==> config.mk <==
export PLATFORM = sky130hd
export DESIGN_NAME = snake_head_mover
export DESIGN_NICKNAME = d
export VERILOG_FILES = /design/src/rtl/snake_head_mover.sv
export SDC_FILE = /design/constraint.sdc
export NUM_CORES = 1
export LEC_CHECK = 0
export ABC_AREA = 1
export BUFFER_PORTS_ARGS = -buffer_cell sky130_fd_sc_hd__buf_4
export CORE_MARGIN = 3
export CORE_UTILIZATION = 47
export CTS_BUF_LIST = sky130_fd_sc_hd__clkbuf_4
export DETAILED_ROUTE_END_ITERATION = 6
export GPL_TIMING_DRIVEN = 0
export PLACE_DENSITY = 0.7
export SYNTH_ARGS = -nofsm -noshare
export SYNTH_HDL_FRONTEND = slang
export SYNTH_SLANG_ARGS = --single-unit
==> constraint.sdc <==
create_clock -name CLOCK -period 5 [get_ports CLOCK]
set_clock_uncertainty 0.15 [all_clocks]
set_input_delay 0.5 -clock CLOCK [delete_from_list [all_inputs] [get_ports CLOCK]]
set_output_delay 0.5 -clock CLOCK [all_outputs]
set_load 0.005 [all_outputs]
==> src/rtl/snake_head_mover.sv <==
// snake_head_mover
//   Latches the commanded direction once per game tick and moves the snake
//   head one cell on a GRID_W x GRID_H grid. It reports each step and any wall
//   collision to the game and display logic.
//
// Ports
//   CLOCK        system clock, rising edge
//   RESET        asynchronous, active-high; returns every register to its reset value
//   ENABLE       game running; low freezes the tick counter and the head
//   DIRECTION    commanded direction: 0 right, 1 down, 2 up, 3 left
//   HEAD_X       current head column, 0 = left edge
//   HEAD_Y       current head row, 0 = top edge
//   STEP         one-cycle pulse in the cycle the head first shows a new position
//   DIR_APPLIED  direction used for the most recent step
//   COLLISION    sticky wall-hit flag, cleared only by RESET
//
// Build option
//   SNAKE_WRAP_EN  defined   : the head wraps at the grid edges and COLLISION stays 0
//                  undefined : leaving the grid sets COLLISION and freezes the game
module snake_head_mover #(
  parameter int GRID_W   = 32,
  parameter int GRID_H   = 24,
  parameter int X_BITS   = 5,
  parameter int Y_BITS   = 5,
  parameter int TICK_DIV = 25000000,
  parameter int START_X  = 16,
  parameter int START_Y  = 12
) (
  input  logic              CLOCK,
  input  logic              RESET,
  input  logic              ENABLE,
  input  logic [1:0]        DIRECTION,
  output logic [X_BITS-1:0] HEAD_X,
  output logic [Y_BITS-1:0] HEAD_Y,
  output logic              STEP,
  output logic [1:0]        DIR_APPLIED,
  output logic              COLLISION
);

  localparam logic [1:0] DIR_RIGHT = 2'd0;
  localparam logic [1:0] DIR_DOWN  = 2'd1;
  localparam logic [1:0] DIR_UP    = 2'd2;
  localparam logic [1:0] DIR_LEFT  = 2'd3;

  localparam int              CNT_W    = (TICK_DIV > 2) ? $clog2(TICK_DIV) : 1;
  localparam logic [CNT_W-1:0] CNT_LAST = CNT_W'(TICK_DIV - 1);
  localparam logic [CNT_W-1:0] CNT_ZERO = {CNT_W{1'b0}};
  localparam logic [CNT_W-1:0] CNT_ONE  = CNT_W'(1);

  localparam logic [X_BITS-1:0] X_LAST  = X_BITS'(GRID_W - 1);
  localparam logic [X_BITS-1:0] X_ZERO  = {X_BITS{1'b0}};
  localparam logic [X_BITS-1:0] X_ONE   = X_BITS'(1);
  localparam logic [X_BITS-1:0] X_START = X_BITS'(START_X);
  localparam logic [Y_BITS-1:0] Y_LAST  = Y_BITS'(GRID_H - 1);
  localparam logic [Y_BITS-1:0] Y_ZERO  = {Y_BITS{1'b0}};
  localparam logic [Y_BITS-1:0] Y_ONE   = Y_BITS'(1);
  localparam logic [Y_BITS-1:0] Y_START = Y_BITS'(START_Y);

  logic [CNT_W-1:0]  cnt_q, cnt_d;
  logic [X_BITS-1:0] x_q, x_d;
  logic [Y_BITS-1:0] y_q, y_d;
  logic [1:0]        dir_q, dir_d;
  logic              step_q, step_d;
  logic              collision_q, collision_d;

  logic [1:0]        dir_sel_s;
  logic [X_BITS-1:0] nx_s;
  logic [Y_BITS-1:0] ny_s;
  logic              hit_s;
  logic              run_s;
  logic              tick_s;

  // Reject a request for the exact reverse of the last applied direction.
  // The reverse pairs (0,3) and (1,2) differ in both bits.
  always_comb begin
    if (DIRECTION == (dir_q ^ 2'b11)) begin
      dir_sel_s = dir_q;
    end else begin
      dir_sel_s = DIRECTION;
    end
  end

  // Candidate next cell for the selected direction, with wall handling.
  always_comb begin
    nx_s  = x_q;
    ny_s  = y_q;
    hit_s = 1'b0;
    case (dir_sel_s)
      DIR_RIGHT: begin
        if (x_q == X_LAST) begin
`ifdef SNAKE_WRAP_EN
          nx_s = X_ZERO;
`else
          hit_s = 1'b1;
`endif
        end else begin
          nx_s = x_q + X_ONE;
        end
      end
      DIR_LEFT: begin
        if (x_q == X_ZERO) begin
`ifdef SNAKE_WRAP_EN
          nx_s = X_LAST;
`else
          hit_s = 1'b1;
`endif
        end else begin
          nx_s = x_q - X_ONE;
        end
      end
      DIR_DOWN: begin
        if (y_q == Y_LAST) begin
`ifdef SNAKE_WRAP_EN
          ny_s = Y_ZERO;
`else
          hit_s = 1'b1;
`endif
        end else begin
          ny_s = y_q + Y_ONE;
        end
      end
      DIR_UP: begin
        if (y_q == Y_ZERO) begin
`ifdef SNAKE_WRAP_EN
          ny_s = Y_LAST;
`else
          hit_s = 1'b1;
`endif
        end else begin
          ny_s = y_q - Y_ONE;
        end
      end
      default: begin
        nx_s  = x_q;
        ny_s  = y_q;
        hit_s = 1'b0;
      end
    endcase
  end

  // Tick counter and move decision; a collision freezes everything.
  always_comb begin
    cnt_d       = cnt_q;
    x_d         = x_q;
    y_d         = y_q;
    dir_d       = dir_q;
    step_d      = 1'b0;
    collision_d = collision_q;
    run_s       = ENABLE & ~collision_q;
    tick_s      = run_s & (cnt_q == CNT_LAST);
    if (tick_s) begin
      cnt_d = CNT_ZERO;
      if (hit_s) begin
        collision_d = 1'b1;
      end else begin
        x_d    = nx_s;
        y_d    = ny_s;
        dir_d  = dir_sel_s;
        step_d = 1'b1;
      end
    end else if (run_s) begin
      cnt_d = cnt_q + CNT_ONE;
    end else begin
      cnt_d = cnt_q;
    end
`ifdef SNAKE_WRAP_EN
    collision_d = 1'b0;
`endif
  end

  // State registers with asynchronous reset.
  always_ff @(posedge CLOCK or posedge RESET) begin
    if (RESET) begin
      cnt_q       <= CNT_ZERO;
      x_q         <= X_START;
      y_q         <= Y_START;
      dir_q       <= DIR_RIGHT;
      step_q      <= 1'b0;
      collision_q <= 1'b0;
    end else begin
      cnt_q       <= cnt_d;
      x_q         <= x_d;
      y_q         <= y_d;
      dir_q       <= dir_d;
      step_q      <= step_d;
      collision_q <= collision_d;
    end
  end

  assign HEAD_X      = x_q;
  assign HEAD_Y      = y_q;
  assign STEP        = step_q;
  assign DIR_APPLIED = dir_q;
  assign COLLISION   = collision_q;

endmodule

# Word level (Yosys, flattened, before mapping)
# Index checks and enable logic that the tools add are counted.
[word_totals] regBits=39 wordCells=53
[classes] mux=16 n_eq_ne=11 bitwise_logic=5 n_reduce_logical=10 n_addsub=5
[ops] op="two-way mux 25 bit" count=2
[ops] op="adder 25 x 1 -> 25 bit, second input constant" count=1
[ops] op="equality test 25 bit, second input constant" count=1
[ops] op="two-way mux 5 bit" count=4
[ops] op="case mux 5 bit (2 select lines)" count=2
[ops] op="adder 5 x 1 -> 5 bit, second input constant" count=2
[ops] op="equality test 5 bit, second input constant" count=2
[ops] op="logical NOT 5 bit" count=2
[ops] op="AND reduction 5 bit" count=2
[ops] op="subtractor 5 x 1 -> 5 bit, second input constant" count=2
[ops] op="inequality test 2 bit, second input constant" count=4
[ops] op="two-way mux 1 bit" count=6
[ops] op="nonzero test 2 bit" count=3
[ops] op="equality test 2 bit, second input constant" count=2
[ops] op="case mux 1 bit (4 select lines)" count=1
[ops] op="AND reduction 2 bit" count=2
[ops] op="bitwise AND 1 bit" count=2
[ops] op="equality test 2 x 1 -> 1 bit, second input constant" count=1
[ops] op="equality test 2 bit" count=1
[ops] op="logical NOT 2 bit" count=1
[ops] op="two-way mux 2 bit" count=1
[ops] op="NOT 1 bit" count=2
[ops] op="NOT 2 bit" count=1

# Depth between registers and ports, before layout
[logic_depth] ltp_word=7 depth_mapped=16 depth_no_buf=16

# Least setup slack after synthesis
# Ideal clock, no wire load.
[synth_path] path_kind="input port to flip-flop" start="input DIRECTION[1]" end="register y_q[4] (netlist: HEAD_Y[4])" required_ns=4.734 path_buffers=0 setup_time_ns=0.116 arrival_time_ns=1.754 path_slack_ns=2.980 cell_stages=15 path_cell_list="inv_1 nand2_1 nand2_1 nand2_1 nand2_4 nor2_4 ha_1 inv_1 o21bai_1 a31oi_1 inv_1 nand2_1 nand2_1 nand2_1 nand2_1"
[synth_via] elab_chain_len=6 elab_cells_between_ends=13 cone_classes="eq/ne (6); mux (3); bitwise (1); reduce/logical (3)"
[synth_rtl] element="start, declared" line_no="32" rtl="input logic [1:0] DIRECTION,"
[synth_rtl] element="equality test 2 bit" line_no="76" rtl="if (DIRECTION == (dir_q ^ 2'b11)) begin"
[synth_rtl] element="two-way mux 2 bit *" line_no="76"
[synth_rtl] element="equality test 2 bit, or another cell as far along" line_no="88" rtl="case (dir_sel_s)"
[synth_rtl] element="case mux 1 bit (4 select lines)" line_no="88"
[synth_rtl] element="NOT 1 bit (no source line)"
[synth_rtl] element="AND reduction 5 bit (no source line)"
[synth_rtl] element="end signal, assigned" line_no="183" rtl="y_q <= y_d;"
[synth_rtl] element="end, declared" line_no="61" rtl="logic [Y_BITS-1:0] y_q, y_d;"
# Every way passes the cells marked *; elsewhere a longest branch is shown, timed or not.
# A chain may end at the register's enable or synchronous reset.

# Final worst setup path
[layout_path] start="register dir_q[1] (netlist: DIR_APPLIED[1])" end="register y_q[4] (netlist: HEAD_Y[4])"
[layout_via] elab_chain_len=7 elab_cells_between_ends=14 cone_classes="eq/ne (6); mux (3); bitwise (2); reduce/logical (3)"
[layout_rtl] element="start, declared" line_no="62" rtl="logic [1:0] dir_q, dir_d;"
[layout_rtl] element="start signal, assigned" line_no="184" rtl="dir_q <= dir_d;"
[layout_rtl] element="NOT 2 bit (no source line)"
[layout_rtl] element="equality test 2 bit" line_no="76"
[layout_rtl] element="two-way mux 2 bit *" line_no="76"
[layout_rtl] element="equality test 2 bit, or another cell as far along" line_no="88"
[layout_rtl] element="case mux 1 bit (4 select lines)" line_no="88"
[layout_rtl] element="NOT 1 bit (no source line)"
[layout_rtl] element="AND reduction 5 bit (no source line)"
# Marked as above.

==> results.yml <==
outcome:
  status: "finished clean"
timing:
  finalSetupTns_ns: 0
  final.setup.worst_slack_ns: 2.79
  fin_crit_ns: 2.21
  rsz0062_at_grt: "no"
  finalSetupViolCount: 0
  timing.final.hold_violations: 0
  final.period_utilization: 0.442
  slew_viol_final: 0
  maxSlewHeadroom: 0.455
  tightest_slew_ns: 0.816
  max_clock_freq_ghz: 0.453
finish:
  final_area_um2: 3050
  layout_common_cells: "nand2_1, inv_1, nand3_1"
  nFillCells: 550
  area_delta_synth_final_pct: 10.2
  final_common_cell: "nand2_1"
  post-route-util: 0.544
  final_net_count: 430
  layout-drive-gt1-share: 0.158
  n_antenna_cell: 0
placement:
  dp_slack_ns: 2.61
  port_buffers: 18
  dp_hpwl_mm: 4.46
  gp_congestion: 0.869
  placed_cell_area_um2: 2990
setup_path:
  criticalPathCategory: "register to register"
  arrival_ns: 2.30
  worstPathMaxFanout: 6
  start_kind: "register"
  required_ns: 5.09
  end_kind: "register"
cts:
  cts_tree: "yes"
  clkLatencyLatePin_ns: 0.35
  ctsLongestPathBuffers: 2
  clk_pin_slew_ns: 0.13
  cts.sinks: 39
  h-tree-depth: 2
  cts_buffers: 5
  post_cts_buffers: 0
  postCtsHoldBufs: 0
  cts_root_buffer: "clkbuf_4"
  ctsResizeCount: 0
power:
  finalPower_uw: 522
  p_leak_nw: 1.56
  power_density_nw_per_um2: 171
  peakVddDrop_mv: 0.113
route:
  wl_met3_um: 215
  first_pass_iters: 4
  highest_layer: "met4"
  wirelength_mm: 5.77
  post_drt_wl_per_cell_um: 11.8
  vias_per_cell: 5.07
  via_count: 2480
  drcViolationCount: 0
  ant_nets: 0
  met2_length_mm: 2.75
  drt_iter0_drc: 122
  drt-met1-wl_mm: 2.77
run:
  drv_cap: 0
grt:
  grt.overflow.total: 0
  track_usage: 0.190
  grt_max_degree: 40
  antenna_found_initial: 0
  grt_pass1_vias: 2355
  grt_pass1_wl_mm: 10.3
synthesis:
  yosys-top-cells-area: "dfrtp_1, nand2_1, inv_1, nand3_1, nor2_1"
  netlist_instances: 391
  synth_cell_types: 36
  syn-num-nets: 405
  synth.top_cell.area_share: 0.326
  ys_seq_area_frac: 0.354
  synth_top_area_cell: "dfrtp_1"
  syn_area_um2: 2770
  yosys_register_bits: 39
  ys_warn_count: 0
  syn_avg_cell_area_um2: 7.08
floorplanning:
  die_x_um: 82.7
  rows: 27
  die_y_um: 82.7
  start_util: 0.493
  core_area_um2: 5610
  die_area_um2: 6840
  num_io_pins: 19
min_path:
  hold_path.class: "primary input to asynchronous set/reset pin"
## through the flow
stage	std cells	hold slack (ns)
floorplan	391	0.305
global placement	481	0.323
detailed placement	481	0.323
CTS	489	0.171
global route	489	0.202
finish	489	0.139
## final cells by class
type,instances,area (µm²),area share
buffer,4,25.0,0.00821
sequential,39,980,0.321
multi-input combinational,285,1520,0.500
clock buffer,5,37.5,0.0123
timing repair buffer,18,135,0.0443
clock inverter,3,20.0,0.00657
tap,72,90.1,0.0295
inverter,63,238,0.0780
## synthesized netlist by cell type
cell and instances:
nand2_4 5, inv_1 53, nand3_2 4, o21ai_0 9, a211oi_1 1, xnor2_1 2
o21bai_1 2, nand2_1 112, nor3_1 10, clkinv_2 1, buf_2 1, clkbuf_1 1
clkinv_1 1, o21ai_1 7, nand2_2 4, nand3_1 39, fa_1 2, a21oi_1 9
dfrtp_1 36, a31oi_1 2, nor2_4 5, clkbuf_2 1, nor2_1 34, inv_2 8
buf_6 1, nor3_2 1, nor3b_1 2, nor4_1 1, nor3b_2 1, nor3_4 2
nand4_1 12, xor2_1 7, nor2_2 2, ha_1 7, nand3b_1 3, dfstp_2 3
## critical path: stages, from the launching register on
cell	delay [ns]
dfrtp_1	0.43
inv_1	0.08
nand2_2	0.08
nand2_1	0.07
nand2_1	0.10
nand2_4	0.10
nor2_4	0.16
ha_1	0.26
inv_1	0.09
o21bai_1	0.08
a31oi_1	0.21
inv_1	0.07
nand2_1	0.07
nand2_1	0.04
nand2_1	0.06
nand2_1	0.05
## kinds of logic after synthesis
kind of cell    count (synthesis)  share of synthesized area
flops                          39                      0.354
compound gates                 30                     0.0579
simple gates                  237                      0.418
xor+xnor                        9                     0.0285
fa+ha+maj                       9                     0.0461
buf+inv                        67                     0.0950
## registers in the layout (all words and copies together), names as in the netlist
signal / count
COLLISION: 1
DIR_APPLIED: 2
HEAD_X: 5
HEAD_Y: 5
STEP: 1
cnt_q: 25
## power by group
| part | leakage (nW) | switching, mW | internal (mW) | total (mW) |
|---|---|---|---|---|
| Clock | 0.0272 | 0.113 | 0.0538 | 0.167 |
| Combinational | 1.06 | 0.0238 | 0.0109 | 0.0346 |
| Sequential | 0.471 | 0.00290 | 0.318 | 0.320 |
| Total | 1.56 | 0.140 | 0.382 | 0.522 |
## metal layers
layer | global-route usage | vias to the layer above
li1 | - | 1300
met1 | 0.255 | 1127
met2 | 0.321 | 47
met3 | 0.0325 | 6
met4 | 0.0425 | 0
met5 | 0 | -
## worst paths after layout
path                                start  cells after the start   endpoint  slack [ns]
setup / recovery           DIR_APPLIED[1]                     15  HEAD_Y[4]        2.79
max in group asynchronous           RESET                      2   cnt_q[5]        4.02
hold / removal                      RESET                      2   cnt_q[0]        0.14
hold reg to reg                 cnt_q[12]                      1  cnt_q[12]        0.34
min in group CLOCK              cnt_q[12]                      1  cnt_q[12]        0.34
setup reg to reg           DIR_APPLIED[1]                     15  HEAD_Y[4]        2.79
Note: power is estimated with default switching activity, not from simulation.
